<file path="config.mk">
export PLATFORM = sky130hd
export DESIGN_NAME = alu_mdu
export DESIGN_NICKNAME = d
export VERILOG_FILES = /design/src/rtl/alu_mdu_pkg.sv /design/src/rtl/alu_mdu_iter.sv /design/src/rtl/alu_mdu.sv
export SDC_FILE = /design/constraint.sdc
export NUM_CORES = 1
export LEC_CHECK = 0
export CAP_MARGIN = 25
export CORE_MARGIN = 8
export CORE_UTILIZATION = 40
export DETAILED_ROUTE_END_ITERATION = 8
export GPL_TIMING_DRIVEN = 0
export PLACE_DENSITY_LB_ADDON = 0.12
export SLEW_MARGIN = 20
export SYNTH_ARGS = -nofsm -noshare
export SYNTH_HDL_FRONTEND = slang
export SYNTH_SLANG_ARGS = --single-unit
</file>
<file path="constraint.sdc">
create_clock -name clk -period 12.52 [get_ports clk]
set_input_delay 1.878 -clock clk [delete_from_list [all_inputs] [get_ports clk]]
set_output_delay 1.878 -clock clk [all_outputs]
set_load 0.01 [all_outputs]
</file>
<file path="src/rtl/alu_mdu_pkg.sv">
// alu_mdu_pkg
//   Shared definitions for the ALU / multiply-divide unit:
//   opcode constants, controller state encoding, and a helper that
//   classifies opcodes as iterative (multi-cycle) or single-cycle.
package alu_mdu_pkg;

    localparam logic [3:0] OP_ADD  = 4'b0000;
    localparam logic [3:0] OP_AND  = 4'b0001;
    localparam logic [3:0] OP_NOR  = 4'b0010;
    localparam logic [3:0] OP_SLTU = 4'b0011;
    localparam logic [3:0] OP_OR   = 4'b0100;
    localparam logic [3:0] OP_SUB  = 4'b0101;
    localparam logic [3:0] OP_XOR  = 4'b0110;
    localparam logic [3:0] OP_SLT  = 4'b0111;
    localparam logic [3:0] OP_SLL  = 4'b1000;
    localparam logic [3:0] OP_SRL  = 4'b1001;
    localparam logic [3:0] OP_SRA  = 4'b1010;
    localparam logic [3:0] OP_MULU = 4'b1011;
    localparam logic [3:0] OP_DIVU = 4'b1100;
    localparam logic [3:0] OP_REMU = 4'b1101;

    typedef enum logic [1:0] {
        ST_IDLE = 2'd0,
        ST_BUSY = 2'd1,
        ST_DONE = 2'd2
    } state_t;

    function automatic logic is_iter_op(input logic [3:0] op);
        return (op == OP_MULU) || (op == OP_DIVU) || (op == OP_REMU);
    endfunction

endpackage

</file>
<file path="src/rtl/alu_mdu_iter.sv">
// alu_mdu_iter
//   Bit-serial unsigned multiply (shift-add) and restoring divide,
//   one bit per clock, WIDTH iterations per operation.
// Ports:
//   clk, rst_n        clock, synchronous active-low reset (control only)
//   i_start           load operands and begin an operation
//   i_op              OP_MULU / OP_DIVU / OP_REMU
//   i_a, i_b          operands (multiplicand/multiplier, dividend/divisor)
//   o_done            one-cycle pulse, result valid on o_result
//   o_result          low product, quotient or remainder
module alu_mdu_iter
    import alu_mdu_pkg::*;
#(
    parameter int WIDTH = 32
) (
    input  logic             clk,
    input  logic             rst_n,
    input  logic             i_start,
    input  logic [3:0]       i_op,
    input  logic [WIDTH-1:0] i_a,
    input  logic [WIDTH-1:0] i_b,
    output logic             o_done,
    output logic [WIDTH-1:0] o_result
);
    localparam int CW = $clog2(WIDTH);

    logic             r_busy;
    logic             r_done;
    logic [CW-1:0]    r_cnt;
    logic [3:0]       r_op;
    // r_acc: product accumulator / partial remainder
    // r_x  : shifting multiplicand / dividend-into-quotient register
    // r_y  : shifting multiplier / divisor
    logic [WIDTH-1:0] r_acc;
    logic [WIDTH-1:0] r_x;
    logic [WIDTH-1:0] r_y;

    logic [WIDTH:0]   w_shift;
    logic             w_ge;
    logic [WIDTH:0]   w_sub;
    logic             w_is_mul;

    // Restoring step: bring next dividend bit into the remainder and
    // subtract the divisor only when it fits. A zero divisor always fits,
    // which naturally yields an all-ones quotient and remainder == dividend.
    assign w_shift  = {r_acc, r_x[WIDTH-1]};
    assign w_ge     = (w_shift >= {1'b0, r_y});
    assign w_sub    = w_shift - {1'b0, r_y};
    assign w_is_mul = (r_op == OP_MULU);

    always_ff @(posedge clk) begin
        if (!rst_n) begin
            r_busy <= 1'b0;
            r_done <= 1'b0;
            r_cnt  <= '0;
        end else if (i_start) begin
            r_busy <= 1'b1;
            r_done <= 1'b0;
            r_cnt  <= '0;
        end else if (r_busy) begin
            r_cnt <= r_cnt + 1'b1;
            if (r_cnt == CW'(WIDTH - 1)) begin
                r_busy <= 1'b0;
                r_done <= 1'b1;
            end
        end else begin
            r_done <= 1'b0;
        end
    end

    always_ff @(posedge clk) begin
        if (i_start) begin
            r_op  <= i_op;
            r_acc <= '0;
            r_x   <= i_a;
            r_y   <= i_b;
        end else if (r_busy) begin
            if (w_is_mul) begin
                r_acc <= r_acc + (r_y[0] ? r_x : '0);
                r_x   <= r_x << 1;
                r_y   <= r_y >> 1;
            end else begin
                r_acc <= w_ge ? w_sub[WIDTH-1:0] : w_shift[WIDTH-1:0];
                r_x   <= {r_x[WIDTH-2:0], w_ge};
            end
        end
    end

    assign o_done   = r_done;
    assign o_result = (r_op == OP_DIVU) ? r_x : r_acc;

endmodule

</file>
<file path="src/rtl/alu_mdu.sv">
// alu_mdu
//   ALU with iterative unsigned multiply/divide behind a valid/ready
//   handshake. Single-cycle ops deliver one cycle after accept; MULU,
//   DIVU and REMU deliver WIDTH+1 cycles after accept.
// Ports:
//   clk, rst_n              clock, synchronous active-low reset
//   in_valid / in_ready     request handshake
//   alu_src_a, alu_src_b    operands, ALUOp opcode (captured on accept)
//   out_valid / out_ready   result handshake
//   alu_output, Zero,       registered result and flags, held while
//   Overflow                out_valid && !out_ready
module alu_mdu
    import alu_mdu_pkg::*;
#(
    parameter int WIDTH = 32
) (
    input  logic             clk,
    input  logic             rst_n,
    input  logic             in_valid,
    output logic             in_ready,
    input  logic [WIDTH-1:0] alu_src_a,
    input  logic [WIDTH-1:0] alu_src_b,
    input  logic [3:0]       ALUOp,
    output logic             out_valid,
    input  logic             out_ready,
    output logic [WIDTH-1:0] alu_output,
    output logic             Zero,
    output logic             Overflow
);
    localparam int SHW = $clog2(WIDTH);

    state_t           r_state;
    logic             r_out_valid;
    logic [WIDTH-1:0] r_result;
    logic             r_zero;
    logic             r_ovf;

    logic             w_accept;
    logic             w_iter_start;
    logic             w_iter_done;
    logic [WIDTH-1:0] w_iter_res;
    logic [WIDTH-1:0] w_sum;
    logic [WIDTH-1:0] w_diff;
    logic [SHW-1:0]   w_shamt;
    logic [WIDTH-1:0] w_res;
    logic             w_ovf;

    // Signed overflow: operands agree in sign but the result does not.
    function automatic logic signed_ovf(input logic a_msb, input logic b_msb,
                                        input logic s_msb);
        return (a_msb == b_msb) && (s_msb != a_msb);
    endfunction

    // Gated by rst_n so nothing is offered during the reset cycle.
    assign in_ready     = rst_n && ((r_state == ST_IDLE) ||
                                    ((r_state == ST_DONE) && out_ready));
    assign w_accept     = in_valid && in_ready;
    assign w_iter_start = w_accept && is_iter_op(ALUOp);

    assign w_sum   = alu_src_a + alu_src_b;
    assign w_diff  = alu_src_a - alu_src_b;
    assign w_shamt = alu_src_b[SHW-1:0];

    always_comb begin
        w_res = '0;
        w_ovf = 1'b0;
        case (ALUOp)
            OP_ADD: begin
                w_res = w_sum;
                w_ovf = signed_ovf(alu_src_a[WIDTH-1], alu_src_b[WIDTH-1], w_sum[WIDTH-1]);
            end
            OP_SUB: begin
                w_res = w_diff;
                w_ovf = signed_ovf(alu_src_a[WIDTH-1], ~alu_src_b[WIDTH-1], w_diff[WIDTH-1]);
            end
            OP_AND:  w_res = alu_src_a & alu_src_b;
            OP_NOR:  w_res = ~(alu_src_a | alu_src_b);
            OP_OR:   w_res = alu_src_a | alu_src_b;
            OP_XOR:  w_res = alu_src_a ^ alu_src_b;
            OP_SLTU: w_res = {{(WIDTH-1){1'b0}}, (alu_src_a < alu_src_b)};
            OP_SLT:  w_res = {{(WIDTH-1){1'b0}}, ($signed(alu_src_a) < $signed(alu_src_b))};
            OP_SLL:  w_res = alu_src_a << w_shamt;
            OP_SRL:  w_res = alu_src_a >> w_shamt;
            OP_SRA:  w_res = WIDTH'($signed(alu_src_a) >>> w_shamt);
            default: w_res = '0;
        endcase
    end

    alu_mdu_iter #(
        .WIDTH (WIDTH)
    ) u_iter (
        .clk      (clk),
        .rst_n    (rst_n),
        .i_start  (w_iter_start),
        .i_op     (ALUOp),
        .i_a      (alu_src_a),
        .i_b      (alu_src_b),
        .o_done   (w_iter_done),
        .o_result (w_iter_res)
    );

    always_ff @(posedge clk) begin
        if (!rst_n) begin
            r_state     <= ST_IDLE;
            r_out_valid <= 1'b0;
            r_result    <= '0;
            r_zero      <= 1'b1;
            r_ovf       <= 1'b0;
        end else if (w_accept) begin
            // Accept is possible from IDLE or from DONE with out_ready.
            if (is_iter_op(ALUOp)) begin
                r_state     <= ST_BUSY;
                r_out_valid <= 1'b0;
            end else begin
                r_state     <= ST_DONE;
                r_out_valid <= 1'b1;
                r_result    <= w_res;
                r_zero      <= (w_res == '0);
                r_ovf       <= w_ovf;
            end
        end else begin
            case (r_state)
                ST_BUSY: begin
                    if (w_iter_done) begin
                        r_state     <= ST_DONE;
                        r_out_valid <= 1'b1;
                        r_result    <= w_iter_res;
                        r_zero      <= (w_iter_res == '0);
                        r_ovf       <= 1'b0;
                    end
                end
                ST_DONE: begin
                    if (out_ready) begin
                        r_state     <= ST_IDLE;
                        r_out_valid <= 1'b0;
                    end
                end
                default: r_state <= ST_IDLE;
            endcase
        end
    end

    assign out_valid  = r_out_valid;
    assign alu_output = r_result;
    assign Zero       = r_zero;
    assign Overflow   = r_ovf;

endmodule

</file>
# Word level (Yosys, flattened, before mapping)
# Index checks and enable logic that the tools add are counted.
[totals]
regBits = 144
input_bits = 72
out_inout_bits = 36
elab_cells = 116
[classes]
add_sub_neg = 5
n_lt_le_gt_ge = 3
eq_ne = 25
n_shift = 3
muxes = 37
bitwise = 7
reduce_logical = 24
[op_table]
columns = ["operator", "count"]
rows = [
  ["32-bit two-way mux", 13],
  ["32-bit case mux with 11 select lines", 1],
  ["32-bit adder", 2],
  ["32-bit logical NOT", 2],
  ["32-bit less-than comparator", 2],
  ["32-bit subtractor", 2],
  ["33-bit by 32-bit greater-or-equal comparator with 1-bit output", 1],
  ["32-bit AND", 1],
  ["4-bit equality test (second input constant)", 8],
  ["32-bit inverter", 1],
  ["32-bit OR", 1],
  ["32-bit by 5-bit left shift with 32-bit output", 1],
  ["32-bit by 5-bit >> shifter with 32-bit output", 1],
  ["32-bit by 5-bit >>> shifter with 32-bit output", 1],
  ["32-bit XOR", 1],
  ["4-bit by 3-bit equality test with 1-bit output (second input constant)", 4],
  ["1-bit two-way mux", 16],
  ["4-bit by 2-bit equality test with 1-bit output (second input constant)", 2],
  ["2-bit two-way mux", 4],
  ["2-bit nonzero test", 4],
  ["1-bit logical AND", 6],
  ["3-bit AND reduction", 2],
  ["5-bit by 1-bit adder with 5-bit output (second input constant)", 1],
  ["5-bit equality test (second input constant)", 1],
  ["18 further kinds", 26],
]

# Logic depth before layout (Yosys ltp)
[depth]
word_depth = 8
mapped_depth = 18
depth_no_buf = 16

# Cells and area by module
# Synthesis repeated with hierarchy kept, for this count alone.
[hier_totals]
hier_cells = 2700
area_unflattened_um2 = 20911.3
[by_module_without_submodules]
columns = ["module", "instances", "cells_per_inst", "area_each_um2", "seq_area_each_um2"]
rows = [
  ["alu_mdu", 1, 1710, 12323.1, 740.7],
  ["alu_mdu_iter", 1, 990, 8588.2, 2822.7],
]

# Worst setup path before layout
# Ideal clock, no wire load.
[synth_path]
path_kind = "input to register"
start = "in alu_src_b[1]"
end = "reg r_zero (netlist: Zero)"
setup_time_ps = 57
t_arrival_ps = 5511
required_time_ps = 12463
setup_slack_ps = 6952
path_stages = 18
path_buffers = 4
cell_sequence = "buf_2 inv_1 buf_2 buf_2 buf_2 ha_1 a21oi_1 o2111a_1 a2111oi_0 a211oi_1 o21ai_1 or4_1 nand3_1 o211ai_1 a21bo_2 or4b_1 nor4_2 a21o_1"
[synth_between]
elab_chain_cells = 6
elab_cells_between_ends = 15
classes_between = "add/sub: 2; order compare: 2; shift: 3; mux: 3; bitwise: 4; reduce/logical: 1"
[synth_rtl]
columns = ["element", "line", "source"]
rows = [
  ["start: declaration", "alu_mdu.sv:22", "input logic [WIDTH-1:0] alu_src_b,"],
  ["branches (longest 2 deep; another with 32-bit subtractor)", "n/a", ""],
  ["32-bit case mux with 11 select lines *", "alu_mdu.sv:67", "case (ALUOp)"],
  ["32-bit logical NOT *", "alu_mdu.sv:118", "r_zero <= (w_res == '0);"],
  ["1-bit two-way mux *", "alu_mdu.sv:111", "if (is_iter_op(ALUOp)) begin"],
  ["1-bit two-way mux *", "alu_mdu.sv:109", "end else if (w_accept) begin"],
  ["end signal: assignment", "alu_mdu.sv:118", ""],
  ["end signal: assignment", "alu_mdu.sv:128", "r_zero <= (w_iter_res == '0);"],
  ["end: declaration", "alu_mdu.sv:35", "logic r_zero;"],
]
# Every way passes the cells marked *. The select of a mux whose other input is x is not followed.
# A chain may end at the register's enable or synchronous reset.

# Worst setup path after layout
[layout_path]
start = "in alu_src_b[2]"
end = "reg r_zero (netlist: Zero)"
# The elaborated chain is that of the path after synthesis.

==> metrics.yaml <==
worstMarginPinSlew_ns: 1.221
row_count: 81
power_density_nw_per_um2: 126.6
synth_top_family_by_area: "compound AO/OA/AOI/OAI gates"
grt_start_max_net_pins: 33
hold_buffers: 0
p_clk_share_pct: 18.6
yosys_register_bits: 144
cap_violations: 0
synthFlopType: "dfxtp_1"
syn_nets: 2837
clk_latency_ns: 0.46
dieArea_um2: 56760
peakVddDrop_v: 0.0001138
cp_max_fo: 11
fin_crit_ns: 7.829
nets: 2969
synth-compound-area-share_pct: 29.49
grt_pass1_vias: 22074
fin_area_um2: 22320
dp_hpwl_mm: 88.50
synth_edf_count: 68
tns_ns: 0
synth_adder_area_share_pct: 11.04
path_cells: "clkdlybuf4s50_1 -> inv_2 -> buf_2 -> buf_1 -> ha_1 -> nand2b_1 -> a211o_1 -> a211oi_1 -> a2111oi_1 -> o21ai_1 -> a21oi_1 -> o21ai_1 -> a221oi_1 -> o22ai_1 -> a211o_1 -> nor4_1 -> a21o_1"
clk_pin_slew_ns: 0.07
postSynthAreaPerCell_um2: 7.619
criticalPathCategory: "input port to flip-flop"
critical-path-slowest-cell: "a2111oi_1"
synth_largest_area_cell: "ha_1"
period_share_pct: 62.53
slew_headroom_pct: 18.59
synthSimpleGateAreaFrac_pct: 20.84
leakagePower_nw: 8.886
dpl-instance-area_um2: 21720
synthXorXnorAreaFrac_pct: 2.660
ctsLongestPathBuffers: 2
post_drt_wl_per_cell_um: 31.81
vias: 22778
cts_sinks: 144
die_w_um: 238.2
drive_gt1_share_pct: 6.720
p_seq_share_pct: 23.8
port_buffers: 107
cts_tree: "done"
grtUsageTotal_pct: 36.77
fin_skew_ns: 0.007718
max_freq_ghz: 0.1277
cp.arrival_ns: 8.23
initial_core_util_pct: 40.44
swShare_pct: 48.43
synthMuxAreaShare_pct: 10.98
antennaDiodeCount: 0
fin_cells: 3402
finalWeightedCongestion: 1.037
antenna_found_initial: 1
grt_pass1_wl_mm: 154.2
cp_slowest_stage_delay_ns: 0.86
post_cts_resized: 0
die_h_um: 238.2
drc: 0
netlist.area_leader.share_pct: 10.64
synth_area_um2: 19760
setup_viol: 0
finalHoldViolCount: 0
status: "completed"
netlist_instances: 2593
power_switching_w: 0.001368
yosysSeqAreaShare_pct: 18.04
synth_area_leaders: "ha_1 (11%), edfxtp_1 (10%), dfxtp_1 (7.7%)"
core_region_area_um2: 48850
ant_nets: 0
yosysWarnings: 0
root_buffer: "clkbuf_16"
hp-class: "flip-flop to flip-flop"
viasPerCell: 6.695
syn2layout_area_growth_pct: 12.99
nFillCells: 5001
p_comb_share_pct: 57.7
timing.final.ws_setup_ns: 4.691
placed_cells: 3368
critPathCaptureType: "flip-flop"
yosys.cell_types.count: 95
grt_overflow_total: 0
dr.first_iter.drc_count: 2633
postLayoutCoreUtil_pct: 45.70
post_cts_buffers: 0
crit_path_start_kind: "input port"
drv_slew: 0
worstPathRequired_ns: 12.92
boundaryPins: 108
dr.pass1.iters: 6
power.internal_w: 0.001457
rsz0062_at_grt: "false"
cts_buffers: 17
dp_slack_ns: 4.508
cts_max_level: 4
routed_wl_mm: 108.2
async_flop_share_pct: 0
layout by cell type (no fill, tap or decap), types with 48 or more instances in the layout:
cell             Yosys  routed
buf_2               46      48
nor3_1              57      57
nand2_1            307     306
clkbuf_1           102     103
edfxtp_1            68      68
dfxtp_1             76      76
ha_1               168     168
o21ai_0            179     179
o211ai_1            55      55
inv_1              152     151
mux2i_1             93      93
a21oi_1            186     186
clkdlybuf4s50_1      0     107
nand3_1             61      61
nor2_1             197     197
worst max-delay path: cells and delay by family:
kind	cells	cell delay [ns]
AOI/OAI and AO/OA	10	3.19
buffers and inverters	4	2.24
and+or+nand+nor	2	0.50
adders and majority gates	1	0.37
area by class of cell:
type	count	area [um2]	area share [%]
repair buffers	113	1127	5.050
well taps	664	830.8	3.722
plain buffers	172	787.0	3.526
inverters	156	585.6	2.623
clock buffers	18	429.2	1.923
multi-input cells	2121	14840	66.48
flip-flops and latches	144	3563	15.96
clock inverters	14	160.2	0.7174
registers in the layout, summed over array words and instances (netlist names), 2 cells and up:
name,count
u_iter.r_x,32
u_iter.r_y,32
alu_output,32
u_iter.r_acc,32
u_iter.r_cnt,5
u_iter.r_op,4
r_state,2
routing by layer:
metal,global-route usage (%),part of all wire [%]
met5,0,0.012
met4,27.76,9.2
met3,5.688,7.9
met2,62.07,46
met1,41.67,37
through the flow:
stage	total power, W	hold slack [ns]
2_1_floorplan	0.001700	0.4673
3_3_place_gp	0.002212	0.4586
3_5_place_dp	0.002231	0.4684
4_1_cts	0.002758	0.4771
5_1_grt	0.002960	0.4913
6_report	0.002825	0.4728
power groups by stage:
stage / logic, W / registers, W / clock network [W]
floorplan: 0.00107 / 0.000630 / 0
global placement: 0.00154 / 0.000673 / 0
detailed placement: 0.00156 / 0.000673 / 0
CTS: 0.00157 / 0.000664 / 0.000524
global route: 0.00174 / 0.000678 / 0.000541
finish: 0.00163 / 0.000671 / 0.000525
kinds of logic after synthesis:
| family | Yosys count |
|---|---|
| AND/OR/NAND/NOR | 867 |
| flip-flops | 144 |
| XOR/XNOR | 60 |
| AO/OA/AOI/OAI | 865 |
| adder cells (fa/ha/maj) | 172 |
| multiplexers | 157 |
| buffers and inverters | 328 |
cell usage after synthesis, drive strengths merged (15+ instances only):
master and instances:
edfxtp 68, o221ai 20, or3 15, a22oi 21, a21o 38, nand2b 31, nor4 30, mux4 43
o21ai 186, xnor2 35, ha 168, nor2 197, buf 70, and2 47, inv 155, a31oi 27
a211oi 46, dfxtp 76, a21boi 29, nor2b 27, clkbuf 102, xor2 25, mux2 21, o21a 23
a21oi 186, nor3 57, nand3 61, mux2i 93, o22ai 23, a221oi 17, nand2 308, nand4 24
a211o 18, o21bai 22, o211ai 55
final timing paths:
check	slack, ns	cells after the start	from	to
worst max register to register	7.67	14	u_iter.r_y[0]	u_iter.r_acc[5]
worst max-delay path	4.69	17	alu_src_b[2]	Zero
worst min register to register	0.47	2	alu_output[23]	alu_output[23]
worst min-delay path	0.47	2	alu_output[23]	alu_output[23]
(Power assumes the default switching activity.)
